**src/rtl/y86_imem_loader_pkg.sv**
```systemverilog
// Shared types for the Y86 instruction-memory loader: FSM states, length and byte buses.
package y86_imem_loader_pkg;

    localparam int unsigned BYTE_W = 8;
    localparam int unsigned LEN_W  = 16;

    typedef logic [BYTE_W-1:0] byte_t;
    typedef logic [LEN_W-1:0]  loader_len_t;

    typedef enum logic [2:0] {
        ST_IDLE   = 3'd0,
        ST_LEN_LO = 3'd1,
        ST_LEN_HI = 3'd2,
        ST_DATA   = 3'd3,
        ST_CKSUM  = 3'd4,
        ST_DONE   = 3'd5,
        ST_ERR    = 3'd6
    } loader_state_t;

    // States in which a stream byte may be accepted.
    function automatic logic is_loading(input loader_state_t s);
        return (s == ST_LEN_LO) || (s == ST_LEN_HI) || (s == ST_DATA) || (s == ST_CKSUM);
    endfunction

endpackage

```
**src/rtl/y86_imem_loader_if.sv**
```systemverilog
// Byte-stream input and instruction-memory write port of the loader.
interface y86_imem_loader_if
    import y86_imem_loader_pkg::*;
#(
    parameter int unsigned ADDR_W = 10
);
    logic              in_valid_i;
    byte_t             in_data_i;
    logic              in_ready_o;
    logic              imem_we_o;
    logic [ADDR_W-1:0] imem_addr_o;
    byte_t             imem_wdata_o;

    modport master (
        input  in_valid_i, in_data_i,
        output in_ready_o, imem_we_o, imem_addr_o, imem_wdata_o
    );

    modport slave (
        output in_valid_i, in_data_i,
        input  in_ready_o, imem_we_o, imem_addr_o, imem_wdata_o
    );
endinterface

```
**src/rtl/y86_loader_ckcnt.sv**
```systemverilog
// Payload byte counter and running XOR checksum for the loader.
module y86_loader_ckcnt
    import y86_imem_loader_pkg::*;
(
    input  logic        i_clk,
    input  logic        i_rst,
    input  logic        i_clr,
    input  logic        i_step,
    input  byte_t       i_data,
    input  loader_len_t i_len,
    output loader_len_t o_count,
    output logic        o_match_c,
    output logic        o_last_c
);

    loader_len_t r_count;
    byte_t       r_cksum;

    always_ff @(posedge i_clk or posedge i_rst) begin
        if (i_rst) begin
            r_count <= '0;
            r_cksum <= '0;
        end else if (i_clr) begin
            r_count <= '0;
            r_cksum <= '0;
        end else if (i_step) begin
            r_count <= r_count + LEN_W'(1);
            r_cksum <= r_cksum ^ i_data;
        end
    end

    assign o_count   = r_count;
    assign o_match_c = (r_cksum == i_data);
    // True while the byte being offered is the final payload byte.
    assign o_last_c  = ((r_count + LEN_W'(1)) == i_len);

endmodule

```
**src/rtl/y86_imem_loader.sv**
```systemverilog
// Streams a length-prefixed, XOR-checked program image into instruction memory
// and holds the CPU in reset until the image verifies.
module y86_imem_loader
    import y86_imem_loader_pkg::*;
#(
    parameter int unsigned IMEM_DEPTH = 1024,
    parameter int unsigned ADDR_W     = 10,
    parameter int unsigned BASE_ADDR  = 0
)
(
    input  logic                     clk_i,
    input  logic                     rst_i,
    input  logic                     start_i,
    y86_imem_loader_if.master        bus,
    output logic                     cpu_rst_o,
    output logic [ADDR_W-1:0]        boot_pc_o,
    output logic                     busy_o,
    output logic                     done_o,
    output logic                     err_o
);

    localparam int unsigned MAX_LEN = IMEM_DEPTH - BASE_ADDR;

    loader_state_t     r_state;
    loader_state_t     w_state_next;
    loader_len_t       r_len;
    loader_len_t       w_len;
    loader_len_t       w_len_next;
    loader_len_t       w_count;
    logic              w_accept;
    logic              w_arm;
    logic              w_step;
    logic              w_match_c;
    logic              w_last_c;

    logic              r_in_ready;
    logic              r_we;
    logic [ADDR_W-1:0] r_addr;
    byte_t             r_wdata;
    logic              r_cpu_rst;
    logic              r_busy;
    logic              r_done;
    logic              r_err;

    logic              w_in_ready_next;
    logic              w_we_next;
    logic [ADDR_W-1:0] w_addr_next;
    byte_t             w_wdata_next;
    logic              w_cpu_rst_next;
    logic              w_busy_next;
    logic              w_done_next;
    logic              w_err_next;

    assign w_accept = bus.in_valid_i && r_in_ready;
    assign w_arm    = start_i && ((r_state == ST_IDLE) || (r_state == ST_DONE) || (r_state == ST_ERR));
    assign w_step   = (r_state == ST_DATA) && w_accept;
    assign w_len    = {bus.in_data_i, r_len[7:0]};

    y86_loader_ckcnt u_ckcnt (
        .i_clk     (clk_i),
        .i_rst     (rst_i),
        .i_clr     (w_arm),
        .i_step    (w_step),
        .i_data    (bus.in_data_i),
        .i_len     (r_len),
        .o_count   (w_count),
        .o_match_c (w_match_c),
        .o_last_c  (w_last_c)
    );

    always_ff @(posedge clk_i or posedge rst_i) begin
        if (rst_i) r_state <= ST_IDLE;
        else       r_state <= w_state_next;
    end

    always_comb begin
        w_state_next = r_state;
        case (r_state)
            ST_IDLE, ST_DONE, ST_ERR: begin
                if (start_i) w_state_next = ST_LEN_LO;
            end
            ST_LEN_LO: begin
                if (w_accept) w_state_next = ST_LEN_HI;
            end
            ST_LEN_HI: begin
                if (w_accept) begin
                    if (32'(w_len) > MAX_LEN) w_state_next = ST_ERR;
                    else if (w_len == '0)     w_state_next = ST_CKSUM;
                    else                      w_state_next = ST_DATA;
                end
            end
            ST_DATA: begin
                if (w_accept && w_last_c) w_state_next = ST_CKSUM;
            end
            ST_CKSUM: begin
                if (w_accept) w_state_next = w_match_c ? ST_DONE : ST_ERR;
            end
            default: w_state_next = ST_IDLE;
        endcase
    end

    // Status outputs follow the next state so they change on the deciding edge.
    always_comb begin
        w_in_ready_next = 1'b0;
        w_busy_next     = 1'b0;
        w_done_next     = 1'b0;
        w_err_next      = 1'b0;
        w_cpu_rst_next  = 1'b1;
        w_we_next       = 1'b0;
        w_addr_next     = r_addr;
        w_wdata_next    = r_wdata;
        w_len_next      = r_len;

        w_in_ready_next = is_loading(w_state_next);
        w_busy_next     = is_loading(w_state_next);
        w_done_next     = (w_state_next == ST_DONE);
        w_err_next      = (w_state_next == ST_ERR);
        w_cpu_rst_next  = (w_state_next != ST_DONE);

        if (w_step) begin
            w_we_next    = 1'b1;
            w_addr_next  = ADDR_W'(BASE_ADDR) + ADDR_W'(w_count);
            w_wdata_next = bus.in_data_i;
        end

        if (w_arm)                                   w_len_next = '0;
        else if (w_accept && (r_state == ST_LEN_LO)) w_len_next = LEN_W'(bus.in_data_i);
        else if (w_accept && (r_state == ST_LEN_HI)) w_len_next = w_len;
    end

    always_ff @(posedge clk_i or posedge rst_i) begin
        if (rst_i) begin
            r_in_ready <= 1'b0;
            r_we       <= 1'b0;
            r_addr     <= ADDR_W'(BASE_ADDR);
            r_wdata    <= '0;
            r_cpu_rst  <= 1'b1;
            r_busy     <= 1'b0;
            r_done     <= 1'b0;
            r_err      <= 1'b0;
            r_len      <= '0;
        end else begin
            r_in_ready <= w_in_ready_next;
            r_we       <= w_we_next;
            r_addr     <= w_addr_next;
            r_wdata    <= w_wdata_next;
            r_cpu_rst  <= w_cpu_rst_next;
            r_busy     <= w_busy_next;
            r_done     <= w_done_next;
            r_err      <= w_err_next;
            r_len      <= w_len_next;
        end
    end

    assign bus.in_ready_o   = r_in_ready;
    assign bus.imem_we_o    = r_we;
    assign bus.imem_addr_o  = r_addr;
    assign bus.imem_wdata_o = r_wdata;
    assign cpu_rst_o        = r_cpu_rst;
    assign busy_o           = r_busy;
    assign done_o           = r_done;
    assign err_o            = r_err;
    assign boot_pc_o        = ADDR_W'(BASE_ADDR);

endmodule

```
**src/flat_wrapper.sv**
```systemverilog
// flat-port wrapper written by rule: the top's interface ports become plain ports
module y86_imem_loader_flat import y86_imem_loader_pkg::*;
#(
    parameter int unsigned IMEM_DEPTH = 1024,
    parameter int unsigned ADDR_W     = 10,
    parameter int unsigned BASE_ADDR  = 0
)
  (clk_i, rst_i, start_i, cpu_rst_o, boot_pc_o, busy_o, done_o, err_o, bus_in_valid_i, bus_in_data_i, bus_in_ready_o, bus_imem_we_o, bus_imem_addr_o, bus_imem_wdata_o);
  y86_imem_loader_if #(.ADDR_W(ADDR_W)) bus_i ();
  input  logic clk_i;
  input  logic rst_i;
  input  logic start_i;
  output logic cpu_rst_o;
  output logic [ADDR_W-1:0] boot_pc_o;
  output logic busy_o;
  output logic done_o;
  output logic err_o;
  input wire logic [$bits(bus_i.in_valid_i)-1:0] bus_in_valid_i;
  input wire logic [$bits(bus_i.in_data_i)-1:0] bus_in_data_i;
  output wire logic [$bits(bus_i.in_ready_o)-1:0] bus_in_ready_o;
  output wire logic [$bits(bus_i.imem_we_o)-1:0] bus_imem_we_o;
  output wire logic [$bits(bus_i.imem_addr_o)-1:0] bus_imem_addr_o;
  output wire logic [$bits(bus_i.imem_wdata_o)-1:0] bus_imem_wdata_o;
  assign bus_i.in_valid_i = bus_in_valid_i;
  assign bus_i.in_data_i = bus_in_data_i;
  assign bus_in_ready_o = bus_i.in_ready_o;
  assign bus_imem_we_o = bus_i.imem_we_o;
  assign bus_imem_addr_o = bus_i.imem_addr_o;
  assign bus_imem_wdata_o = bus_i.imem_wdata_o;
  y86_imem_loader #(.IMEM_DEPTH(IMEM_DEPTH), .ADDR_W(ADDR_W), .BASE_ADDR(BASE_ADDR)) u_core (.clk_i(clk_i), .rst_i(rst_i), .start_i(start_i), .bus(bus_i), .cpu_rst_o(cpu_rst_o), .boot_pc_o(boot_pc_o), .busy_o(busy_o), .done_o(done_o), .err_o(err_o));
endmodule
```
**config.mk**
```make
export PLATFORM = sky130hd
export DESIGN_NAME = y86_imem_loader_flat
export DESIGN_NICKNAME = d
export VERILOG_FILES = /design/src/rtl/y86_imem_loader_pkg.sv /design/src/rtl/y86_imem_loader_if.sv /design/src/rtl/y86_loader_ckcnt.sv /design/src/rtl/y86_imem_loader.sv /design/src/flat_wrapper.sv
export SDC_FILE = /design/constraint.sdc
export NUM_CORES = 1
export LEC_CHECK = 0
export ABC_AREA = 1
export BUFFER_PORTS_ARGS = -buffer_cell sky130_fd_sc_hd__buf_2
export CORE_AREA = 2 2 83 85
export CTS_BUF_LIST = sky130_fd_sc_hd__clkbuf_16
export DETAILED_ROUTE_END_ITERATION = 6
export DIE_AREA = 0 0 85 87
export GPL_ROUTABILITY_DRIVEN = 0
export PLACE_DENSITY = 0.75
export SLEW_MARGIN = 5
export SYNTH_ARGS = -nofsm -noshare
export SYNTH_HDL_FRONTEND = slang
export SYNTH_SLANG_ARGS = --single-unit
```
**constraint.sdc**
```tcl
create_clock -name clk_i -period 3.4 [get_ports clk_i]
set_clock_uncertainty 0.05 [all_clocks]
set_input_delay 0.34 -clock clk_i [delete_from_list [all_inputs] [get_ports clk_i]]
set_output_delay 0.34 -clock clk_i [all_outputs]
set_load 0.05 [all_outputs]
```
==> results.toml <==
[synth]
syn_area_per_cell_um2 = 7.693
syn_inst = 452
synth.distinct_cells = 28
yosysSeqAreaShare_pct = 47.54
yosysWarnings = 0
ys_ff_latch = 66
ys_top_cells_by_area = "dfrtp_1 47%, nand2_1 13%, nand3_1 6.5%"
synth_top_area_cell = "dfrtp_1"
ys.flop_type = "dfrtp_1"
synth_edf_count = 0
synthArstFlopShare_pct = 100.0
syn_area_um2 = 3477
synth_top_area_share_pct = 46.78

[run]
cap_violations = 0

[sta]
finalSetupTns_ps = 0
fin_crit_ps = 2298
final-setup-viol-count = 0
hold_viol = 0
worstMarginPinSlew_ps = 736.7
timing.fmax_mhz = 435.2
setup_slack_ps = 1102
slew_headroom_pct = 50.82
period_share_pct = 67.59
drv_slew = 0
rsz0062_at_grt = "false"
hold_ws_ps = 85.42

[power]
combPwrFrac_pct = 40.7
p_int_w = 0.001957
clockPowerShare_pct = 25.5
leakage_nw = 2.033
switching_share_pct = 43.83
switchingPower_w = 0.001527
ir_drop_mv = 0.5644
p_per_area_nw_per_um2 = 876.8
pwr-share-seq_pct = 33.9

[cells_and_area]
syn2layout_area_growth_pct = 14.29
insertedDiodeCount = 0
regArea_um2 = 1653
nets = 503
nFillCells = 577
drive_gt1_share_pct = 13.74
multiInputGateArea_um2 = 1508

[route]
postRouteAntennaNets = 0
wl_per_cell_um = 14.56
vias = 3206
wl_mm = 8.372
routed_via_density = 5.576
drc = 0
drt_iter0_drc = 322
dr.pass1.iters = 5

[critical_path]
worst-endpoint-required_ps = 3570
end_kind = "register"
r2r_start = "u_core.u_ckcnt.o_count[0]"
cp_slowest_stage_delay_ps = 400
worstPathArrival_ps = 2470
critPathCapture = "u_core.bus.in_ready_o"
crit_path_start_kind = "register"
cp_max_fo = 6
cp_common_cell = "nand2_1"
r2r_cells = 16
cp-startpoint = "u_core.u_ckcnt.o_count[0]"
critPathSlowestCell = "dfrtp_1"
reg2reg_to = "u_core.bus.in_ready_o"
worstSetupPathType = "register to register"
cp_cell_sequence = "ha_1, nand2_1, nor2_4, nand2_1, nand3_1, nand2_1, nor2_1, nand2_1, inv_1, nand2_1, nor2_1, nand3_1, nand2_2, nand3_2, nor2_1, nor2_1"
reg2reg_slack_ps = 1100

[global_route]
grt_pass1_wl_mm = 13.77
overflow = 0
grt_pass1_vias = 3019
antenna_found_initial = 0
grt_max_degree = 35
grt_usage_pct = 24.17

[clock_tree]
cts_inserted_buffers = 9
clk_latency_ps = 330
cts_tree = "done"
postCtsSetupRepairBufs = 0
clk_path_buf_depth = 2
clockRootBuffer = "clkbuf_16"
cts_sinks = 66
cts.hold.buffers_added = 0
cts_resized = 0
path_clk_slew_ps = 50
cts-htree-levels = 3

[die]
dieHeight_um = 87
dieArea_um2 = 7395
core_um2 = 6569
start_util_pct = 52.93
core.rowCount = 30
design.portCount = 46
die_w_um = 85

[status]
status = "finished clean"

[placed_design]
post-place-ws_ps = 1160
hpwl_mm = 5.840
port_buffers = 35

[min_path]
hold_path_class = "primary input to asynchronous set/reset pin"
synthesized netlist by cell type, drive strengths merged, types with 2 or more instances:
master / n
clkinv: 3
xnor2: 4
xor2: 5
o21ai: 32
buf: 11
nor2: 38
nand2: 123
nand3: 47
clkbuf: 9
dfrtp: 65
nor3: 3
inv: 60
nand4: 11
a21oi: 6
o22ai: 27
nand3b: 2
worst min path at each step:
| stage | from | end | slack [ps] | cells after the start |
|---|---|---|---|---|
| floorplan | u_core.u_ckcnt.r_cksum[2] | u_core.u_ckcnt.r_cksum[2] | 440 | 2 |
| global placement | u_core.bus.imem_addr_o[8] | u_core.bus.imem_addr_o[8] | 410 | 2 |
| global route | rst_i | u_core.u_ckcnt.r_cksum[6] | 150 | 2 |
| detailed placement | u_core.bus.imem_addr_o[7] | u_core.bus.imem_addr_o[7] | 420 | 2 |
| finish | rst_i | u_core.u_ckcnt.r_cksum[0] | 90 | 2 |
| CTS | rst_i | u_core.u_ckcnt.r_cksum[6] | 110 | 2 |
critical path, delay by kind of cell (launching register included):
family,cells,cell delay [ps]
buf+inv,1,50
simple gates,14,1470
fa+ha+maj,1,210
flops,1,400
area by class of cell:
cell class                 instances  area share, %
clock buffer                       9          5.668
clock inverter                     7          1.354
inverter                          63          5.951
multi-input combinational        312          37.94
sequential                        66          41.59
tap                               80          2.519
timing repair buffer              38          4.975
stage by stage:
stage	power (W)	instances	instance area, µm²	util (%)
final	0.003484	575	3974	60.50
after global routing	0.003683	575	3974	60.50
after CTS	0.003487	575	3974	60.50
after floorplan	0.002278	461	3511	-
after global placement	0.002560	559	3695	56.25
after detailed placement	0.002590	559	3695	56.25
flip-flops by register name, indices dropped and copies added (netlist names):
register and cells:
u_core.r_len 16, u_core.bus.in_ready_o 1, u_core.done_o 1, u_core.u_ckcnt.r_cksum 8, u_core.bus.imem_wdata_o 8, u_core.bus.imem_addr_o 10
u_core.bus.imem_we_o 1, u_core.err_o 1, u_core.cpu_rst_o 1, u_core.r_state 3, u_core.u_ckcnt.o_count 16
cells in the final DEF (no fill, tap or decap), types with 2 or more instances in the layout:
cell,n
nor3_1,3
nand2_2,5
clkbuf_16,9
nand3_2,2
nand2_1,118
nor2_1,31
a21oi_1,6
o22ai_1,27
nand3b_1,2
buf_4,3
inv_2,4
nand3_1,45
xnor2_1,4
xor2_1,5
o21ai_0,31
nand4_1,11
buf_2,35
dfrtp_1,65
nor2_2,6
clkinv_1,5
inv_1,59
conb_1,10
cell families after synthesis:
kind of cell | after synthesis | share of synthesized area [%]
other | 1 | 0.1078
XOR/XNOR | 10 | 2.915
AO/OA/AOI/OAI | 66 | 10.54
AND/OR/NAND/NOR | 225 | 28.39
flip-flops | 66 | 47.54
buffers and inverters | 83 | 10.15
adder cells (fa/ha/maj) | 1 | 0.3598
power by group through the flow:
stage                     Clock, W  Sequential, W  Combinational, W
final                     0.000888        0.00118           0.00142
after global routing      0.000924        0.00121           0.00155
after CTS                 0.000893        0.00118           0.00142
after detailed placement         0        0.00119           0.00140
after global placement           0        0.00118           0.00138
after floorplan                  0        0.00158          0.000702
routing by layer:
layer  share of wire, %  track usage (%)  up-vias  wire length (µm)
met2                 49            40.63      127              4099
met4                3.2            12.99        0               267
met5                  0                0        -                 0
met1                 43            29.56     1522              3564
li1                   -                -     1533                 -
met3                5.3            4.550       24               440
No activity file was read; power rests on OpenSTA's default activity.
